**src/rtl/cache_arbiter.sv**
```systemverilog
`timescale 1ns/1ps
// cache_arbiter
//   Shares the single physical-memory cacheline port between the icache and
//   the dcache. One requester is granted at a time; its address, writeback
//   data and operation are latched, one memory read or write is run, and the
//   memory response is routed back to the granted cache only. A dead DONE
//   cycle after every transaction lets the served cache drop its request so
//   it is not granted a second time.
//
//   Configuration macro: ARB_ROUND_ROBIN_EN
//     defined   : when both caches request together, the one not served last
//                 wins (last_served resets to icache).
//     undefined : fixed dcache priority.
//
//   Ports
//     clk, rst                  clock (rising edge), async active-high reset
//     i_read, i_addr            icache line-fill request and line address
//     i_rdata, i_resp           line to icache, 1-cycle done pulse
//     d_read, d_write, d_addr   dcache fill / writeback request and address
//     d_wdata                   dcache writeback line
//     d_rdata, d_resp           line to dcache, 1-cycle done pulse
//     pmem_read, pmem_write     memory request (registered)
//     pmem_address, pmem_wdata  memory line address / write line (latched)
//     pmem_rdata, pmem_resp     memory read line / transaction done
module cache_arbiter #(
  parameter int unsigned ADDR_WIDTH = 32,
  parameter int unsigned LINE_WIDTH = 256
) (
  input  logic                  clk,
  input  logic                  rst,
  input  logic                  i_read,
  input  logic [ADDR_WIDTH-1:0] i_addr,
  output logic [LINE_WIDTH-1:0] i_rdata,
  output logic                  i_resp,
  input  logic                  d_read,
  input  logic                  d_write,
  input  logic [ADDR_WIDTH-1:0] d_addr,
  input  logic [LINE_WIDTH-1:0] d_wdata,
  output logic [LINE_WIDTH-1:0] d_rdata,
  output logic                  d_resp,
  output logic                  pmem_read,
  output logic                  pmem_write,
  output logic [ADDR_WIDTH-1:0] pmem_address,
  output logic [LINE_WIDTH-1:0] pmem_wdata,
  input  logic [LINE_WIDTH-1:0] pmem_rdata,
  input  logic                  pmem_resp
);

  typedef enum logic [1:0] {
    IDLE    = 2'd0,
    SERVE_I = 2'd1,
    SERVE_D = 2'd2,
    DONE    = 2'd3
  } state_e;

  state_e                state_q;
  logic [ADDR_WIDTH-1:0] addr_q;
  logic [LINE_WIDTH-1:0] wdata_q;
  logic                  pmem_read_q;
  logic                  pmem_write_q;
  logic                  d_req;
  logic                  grant_d;

  assign d_req = d_read | d_write;

`ifdef ARB_ROUND_ROBIN_EN
  // 0 = icache served last, 1 = dcache served last
  logic last_served_q;

  // dcache wins unless icache is also asking and dcache was served last
  assign grant_d = d_req & (~i_read | ~last_served_q);
`else
  assign grant_d = d_req;
`endif

  // Arbitration FSM with registered memory request and request latches
  always_ff @(posedge clk or posedge rst) begin
    if (rst) begin
      state_q      <= IDLE;
      addr_q       <= '0;
      wdata_q      <= '0;
      pmem_read_q  <= 1'b0;
      pmem_write_q <= 1'b0;
`ifdef ARB_ROUND_ROBIN_EN
      last_served_q <= 1'b0;
`endif
    end else begin
      case (state_q)
        IDLE: begin
          if (grant_d) begin
            addr_q       <= d_addr;
            wdata_q      <= d_wdata;
            // write wins if both are (illegally) asserted
            pmem_write_q <= d_write;
            pmem_read_q  <= ~d_write;
            state_q      <= SERVE_D;
`ifdef ARB_ROUND_ROBIN_EN
            last_served_q <= 1'b1;
`endif
          end else if (i_read) begin
            addr_q       <= i_addr;
            pmem_read_q  <= 1'b1;
            pmem_write_q <= 1'b0;
            state_q      <= SERVE_I;
`ifdef ARB_ROUND_ROBIN_EN
            last_served_q <= 1'b0;
`endif
          end
        end
        SERVE_I, SERVE_D: begin
          // requests are not re-examined here: a withdrawn request still completes
          if (pmem_resp) begin
            pmem_read_q  <= 1'b0;
            pmem_write_q <= 1'b0;
            state_q      <= DONE;
          end
        end
        DONE: begin
          state_q <= IDLE;
        end
        default: begin
          state_q <= IDLE;
        end
      endcase
    end
  end

  assign pmem_read    = pmem_read_q;
  assign pmem_write   = pmem_write_q;
  assign pmem_address = addr_q;
  assign pmem_wdata   = wdata_q;

  // Response routed only to the granted cache, in the memory response cycle
  assign i_resp  = (state_q == SERVE_I) & pmem_resp;
  assign d_resp  = (state_q == SERVE_D) & pmem_resp;
  assign i_rdata = i_resp ? pmem_rdata : {LINE_WIDTH{1'b0}};
  assign d_rdata = d_resp ? pmem_rdata : {LINE_WIDTH{1'b0}};

`ifndef SYNTHESIS
  // dcache must never request a fill and a writeback together
  always_ff @(posedge clk) begin
    if (!rst) begin
      assert (!(d_read && d_write))
        else $error("cache_arbiter: d_read and d_write asserted together");
    end
  end
`endif

endmodule

```
**config.mk**
```make
export PLATFORM = sky130hd
export DESIGN_NAME = cache_arbiter
export DESIGN_NICKNAME = d
export VERILOG_FILES = /design/src/rtl/cache_arbiter.sv
export SDC_FILE = /design/constraint.sdc
export NUM_CORES = 1
export LEC_CHECK = 0
export ABC_AREA = 0
export BUFFER_PORTS_ARGS = -buffer_cell sky130_fd_sc_hd__buf_2
export CAP_MARGIN = 25
export CELL_PAD_IN_SITES_DETAIL_PLACEMENT = 1
export CELL_PAD_IN_SITES_GLOBAL_PLACEMENT = 1
export CORE_AREA = 2 2 533 535
export DETAILED_ROUTE_END_ITERATION = 10
export DIE_AREA = 0 0 535 537
export GPL_TIMING_DRIVEN = 0
export HOLD_SLACK_MARGIN = 0.12
export PLACE_DENSITY = 0.3
export SLEW_MARGIN = 40
export SYNTH_ARGS = -nofsm -noshare
export SYNTH_HDL_FRONTEND = slang
export SYNTH_SLANG_ARGS = --single-unit
export TNS_END_PERCENT = 30
```
**constraint.sdc**
```tcl
create_clock -name clk -period 27.6 [get_ports clk]
set_input_delay 4.14 -clock clk [delete_from_list [all_inputs] [get_ports clk]]
set_output_delay 4.14 -clock clk [all_outputs]
set_load 0.02 [all_outputs]
```
* After elaboration in Yosys (flattened, before gate mapping)
Index checks and enable logic that the tools add are counted.
** Word-level totals
- Input bits :: 582
- Output and inout port bits :: 804
- Flip-flop bits (word level) :: 292
** Operators by class
- Mux-type cells :: 15
- Reductions and logical operators :: 8
- Bitwise gates (word level) :: 4
- Equality and inequality tests :: 5
** Operators with widths (number)
- $mux 256 :: 2
- $mux 32 :: 2
- $mux 2 :: 3
- $pmux 2 s3 :: 1
- $reduce_and 2->1 :: 3
- $mux 1 :: 5
- $eq 2x2->1 const B :: 2
- $pmux 1 s2 :: 2
- $reduce_bool 2->1 :: 2
- $ne 3x3->1 const B :: 1
- $reduce_and 3->1 :: 1
- $and 1x1->1 :: 2
- $eq 2x1->1 const B :: 1
- $logic_not 2->1 :: 1
- $ne 2x2->1 const B :: 1
- $reduce_or 2->1 :: 1
- $not 1->1 :: 1
- $or 1x1->1 :: 1

* Logic depth before layout (Yosys ltp)
- Depth after elaboration :: 4
- Mapped depth :: 7
- Mapped depth without buffers :: 5

* Least setup slack after synthesis
Ideal clock, no wire load.
- Path kind :: input-to-output
- Start :: input pmem_resp
- End :: output d_rdata[0]
- Buffers on the path :: 3
- Stages :: 4
- Data required time :: 23.460 ns
- Setup slack :: 18.403 ns
- Arrival time :: 5.057 ns
- Cells stage by stage :: buf_2 clkbuf_1 clkbuf_1 and3_1
** On the way
- Cells in the longest elaborated chain, start to end :: 2
** RTL lines
- from (decl) :: line 46 : input logic pmem_resp
- $and 1x1->1 :: line 135 : assign d_resp = (state_q == SERVE_D) & pmem_resp;
- $mux 256 :: line 137 : assign d_rdata = d_resp ? pmem_rdata : {LINE_WIDTH{1'b0}};
- to (decl) :: line 39 : output logic [LINE_WIDTH-1:0] d_rdata,
Every way passes these cells.

* Final worst setup path
- Start :: input pmem_resp
- End :: output d_rdata[125]
The elaborated chain is that of the path after synthesis.

==> results.cfg <==
[placed_design]
portBuffers = 1384
routabilityCongestion = 0.8897
pre_cts_slack_ns = 16.53
place_hpwl_um = 160500
place_area_mm2 = 0.02678
dp_cells = 6465

[timing]
period_needed_ns = 10.57
hold_viol = 0
fin_ws_ns = 17.03
worst_clock_skew_ns = 0.07409
setup_violations = 0
finalCritPeriodShare_pct = 38.30
relSlewSlack_pct = 47.15
maxSlewViolCount = 0
rsz0062_at_grt = false
fmax_mhz = 94.60
worst_pin_slew_ns = 0.7928
fin_tns_setup_ns = 0
whs_ns = 0.4700

[clock_tree]
cts_buffers = 39
htree_levels = 2
clockBufferDepth = 3
cts_root_buf = clkbuf_16
cts_hold_buf = 0
clk_pin_slew_ns = 0.05
cts_setup_buffers = 0
clk_latency_ns = 0.63
cts_tree = done
cts-resized-gates = 0
clock-sinks = 292

[pwr]
pwr-share-clk_pct = 17.9
internal-power_mw = 1.538
vdd_ir_drop_max_mv = 0.05673
powerDensity_mw_per_mm2 = 107.3
p_total_mw = 3.028
p_sw_mw = 1.490
p_leak_nw = 15.19
switching_share_pct = 49.21
p_comb_share_pct = 56.1
p_seq_share_pct = 26.0

[setup_path]
crit_chain = buf_2, clkbuf_2, clkbuf_1, and3_1, buf_2
critPathRequiredTime_ns = 23.46
crit_arrival_ns = 6.43
startpoint_type = primary input
crit_slowest_cell = clkbuf_1
startpoint = pmem_resp
cp-end-kind = output pin
worstPathMaxFanout = 10
cpPeakStageDelay_ns = 0.66
r2r-start = state_q[0]
crit_type = in2out
crit_top_cell = buf_2

[synthesis]
synth_cell_types = 24
yosysSeqAreaShare_pct = 48.72
synth_top_area_share_pct = 48.72
synth_area_mm2 = 0.01500
yosysWarnings = 0
synth_largest_area_cell = dfrtp_1
synth_area_per_cell_um2 = 11.25
syn-num-nets = 1919
synth_area_leaders = dfrtp_1 49%, and3_1 21%, mux2_2 19%
synth_seq_cells = 292
synth_cells = 1333

[global_route]
grt_max_degree = 63
grt.total_usage_pct = 11.82
antenna_found_initial = 193
grt_remaining_overflow = 0
grt_pass1_vias = 19433
grt_pass1_wl_um = 222200

[detailed_routing]
ant_nets = 0
vias_per_cell = 2.820
wl_per_cell_um = 27.09
drt_iter0_markers = 709
drc_errors = 0
vias = 18542
drt-pass1-iter-count = 8
wl_um = 178100

[cells_and_area]
nFillCells = 33563
layout.nets = 3349
fin_cells = 6576
utilization_pct = 10.03
sequential_cell_area_mm2 = 0.007307
drive_gt1_share_pct = 63.02
flow.area_growth_from_synthesis_pct = 88.12
multi_input_area_mm2 = 0.006902
finalInstanceArea_mm2 = 0.02822

[floorplanning]
die_area_mm2 = 0.2873
die_w_um = 535
initial_core_util_pct = 5.332
io-pin-count = 1386
fp.coreArea_mm2 = 0.2813
fp-row-count = 195
die_h_um = 537

[outcome]
status = complete, no violations

[min_path]
min_path_type = reg2reg
min_from = pmem_address[29]

[flow_run]
maxCapViolations = 0
[path summary, 6_finish.rpt]
path	endpoint	slack, ns	cells past startpoint
worst max-delay path	d_rdata[125]	17.03	5
worst min-delay path	pmem_address[29]	0.47	2
worst max register to register	pmem_wdata[130]	25.42	7
worst min register to register	pmem_address[29]	0.47	2
max in group asynchronous	pmem_wdata[211]	22.83	4
min in group asynchronous	pmem_wdata[65]	3.60	2
[registers in the layout (all words and copies together) (netlist names)]
| register | count |
|---|---|
| pmem_write | 1 |
| pmem_address | 32 |
| pmem_wdata | 256 |
| pmem_read | 1 |
| state_q | 2 |
[cell usage after synthesis]
cell type,count
clkbuf_2,1
and2_1,2
buf_4,2
o2bb2ai_1,2
inv_1,4
a21oi_1,1
ha_1,4
nor3_1,1
o21ba_2,1
clkbuf_1,117
dfrtp_1,292
mux2i_1,36
buf_6,27
buf_2,4
a22oi_1,1
mux2_2,257
a22o_1,1
nor2_1,1
nand2_1,32
o31ai_4,1
o21ai_0,32
o21ai_2,1
and3_1,512
nor2_2,1
[layer usage]
metal	track usage (%)	vias to the layer above	part of all wire (%)
met3	4.269	368	9.4
met4	3.790	38	4.4
li1	-	7676	-
met2	21.61	1348	50
met5	0	-	0.15
met1	12.51	9112	36
[worst max-delay path, delay by kind of cell]
family        cells  cell delay [ns]
buf+inv           4             1.92
simple gates      1             0.27
[cells by family after synthesis]
kind of cell	after synthesis	synth area share, %
AOI/OAI and AO/OA	40	1.593
adders and majority gates	4	0.3337
buffers and inverters	155	5.322
DFF	292	48.72
muxes	293	21.70
and+or+nand+nor	549	22.34
[cell type report]
class	instances	area share (%)
Clock inverter	12	0.7050
Antenna cell	42	0.3725
Clock buffer	57	4.017
Sequential cell	292	25.90
Inverter	4	0.07982
Timing Repair Buffer	1389	25.04
Multi-Input combinational cell	886	24.46
Buffer	151	2.838
Tap cell	3743	16.60
[power by group through the flow]
stage / combinational (mW) / clock, mW / sequential (mW)
5_1_grt: 1.82 / 0.584 / 0.820
3_3_place_gp: 1.74 / 0 / 0.789
3_5_place_dp: 1.74 / 0 / 0.793
4_1_cts: 1.75 / 0.574 / 0.794
2_1_floorplan: 0.655 / 0 / 1.02
6_report: 1.70 / 0.543 / 0.786
[placed cells by master, fill, tap and decap left out, types with 9 or more instances in the layout]
| cell | count |
|---|---|
| and3_1 | 512 |
| buf_2 | 1388 |
| buf_6 | 27 |
| clkbuf_1 | 112 |
| clkbuf_16 | 39 |
| clkbuf_2 | 15 |
| clkbuf_8 | 9 |
| dfrtp_1 | 292 |
| diode_2 | 42 |
| mux2_2 | 257 |
| mux2i_1 | 36 |
| nand2_1 | 32 |
| o21ai_0 | 32 |
(Power assumes the default switching activity.)
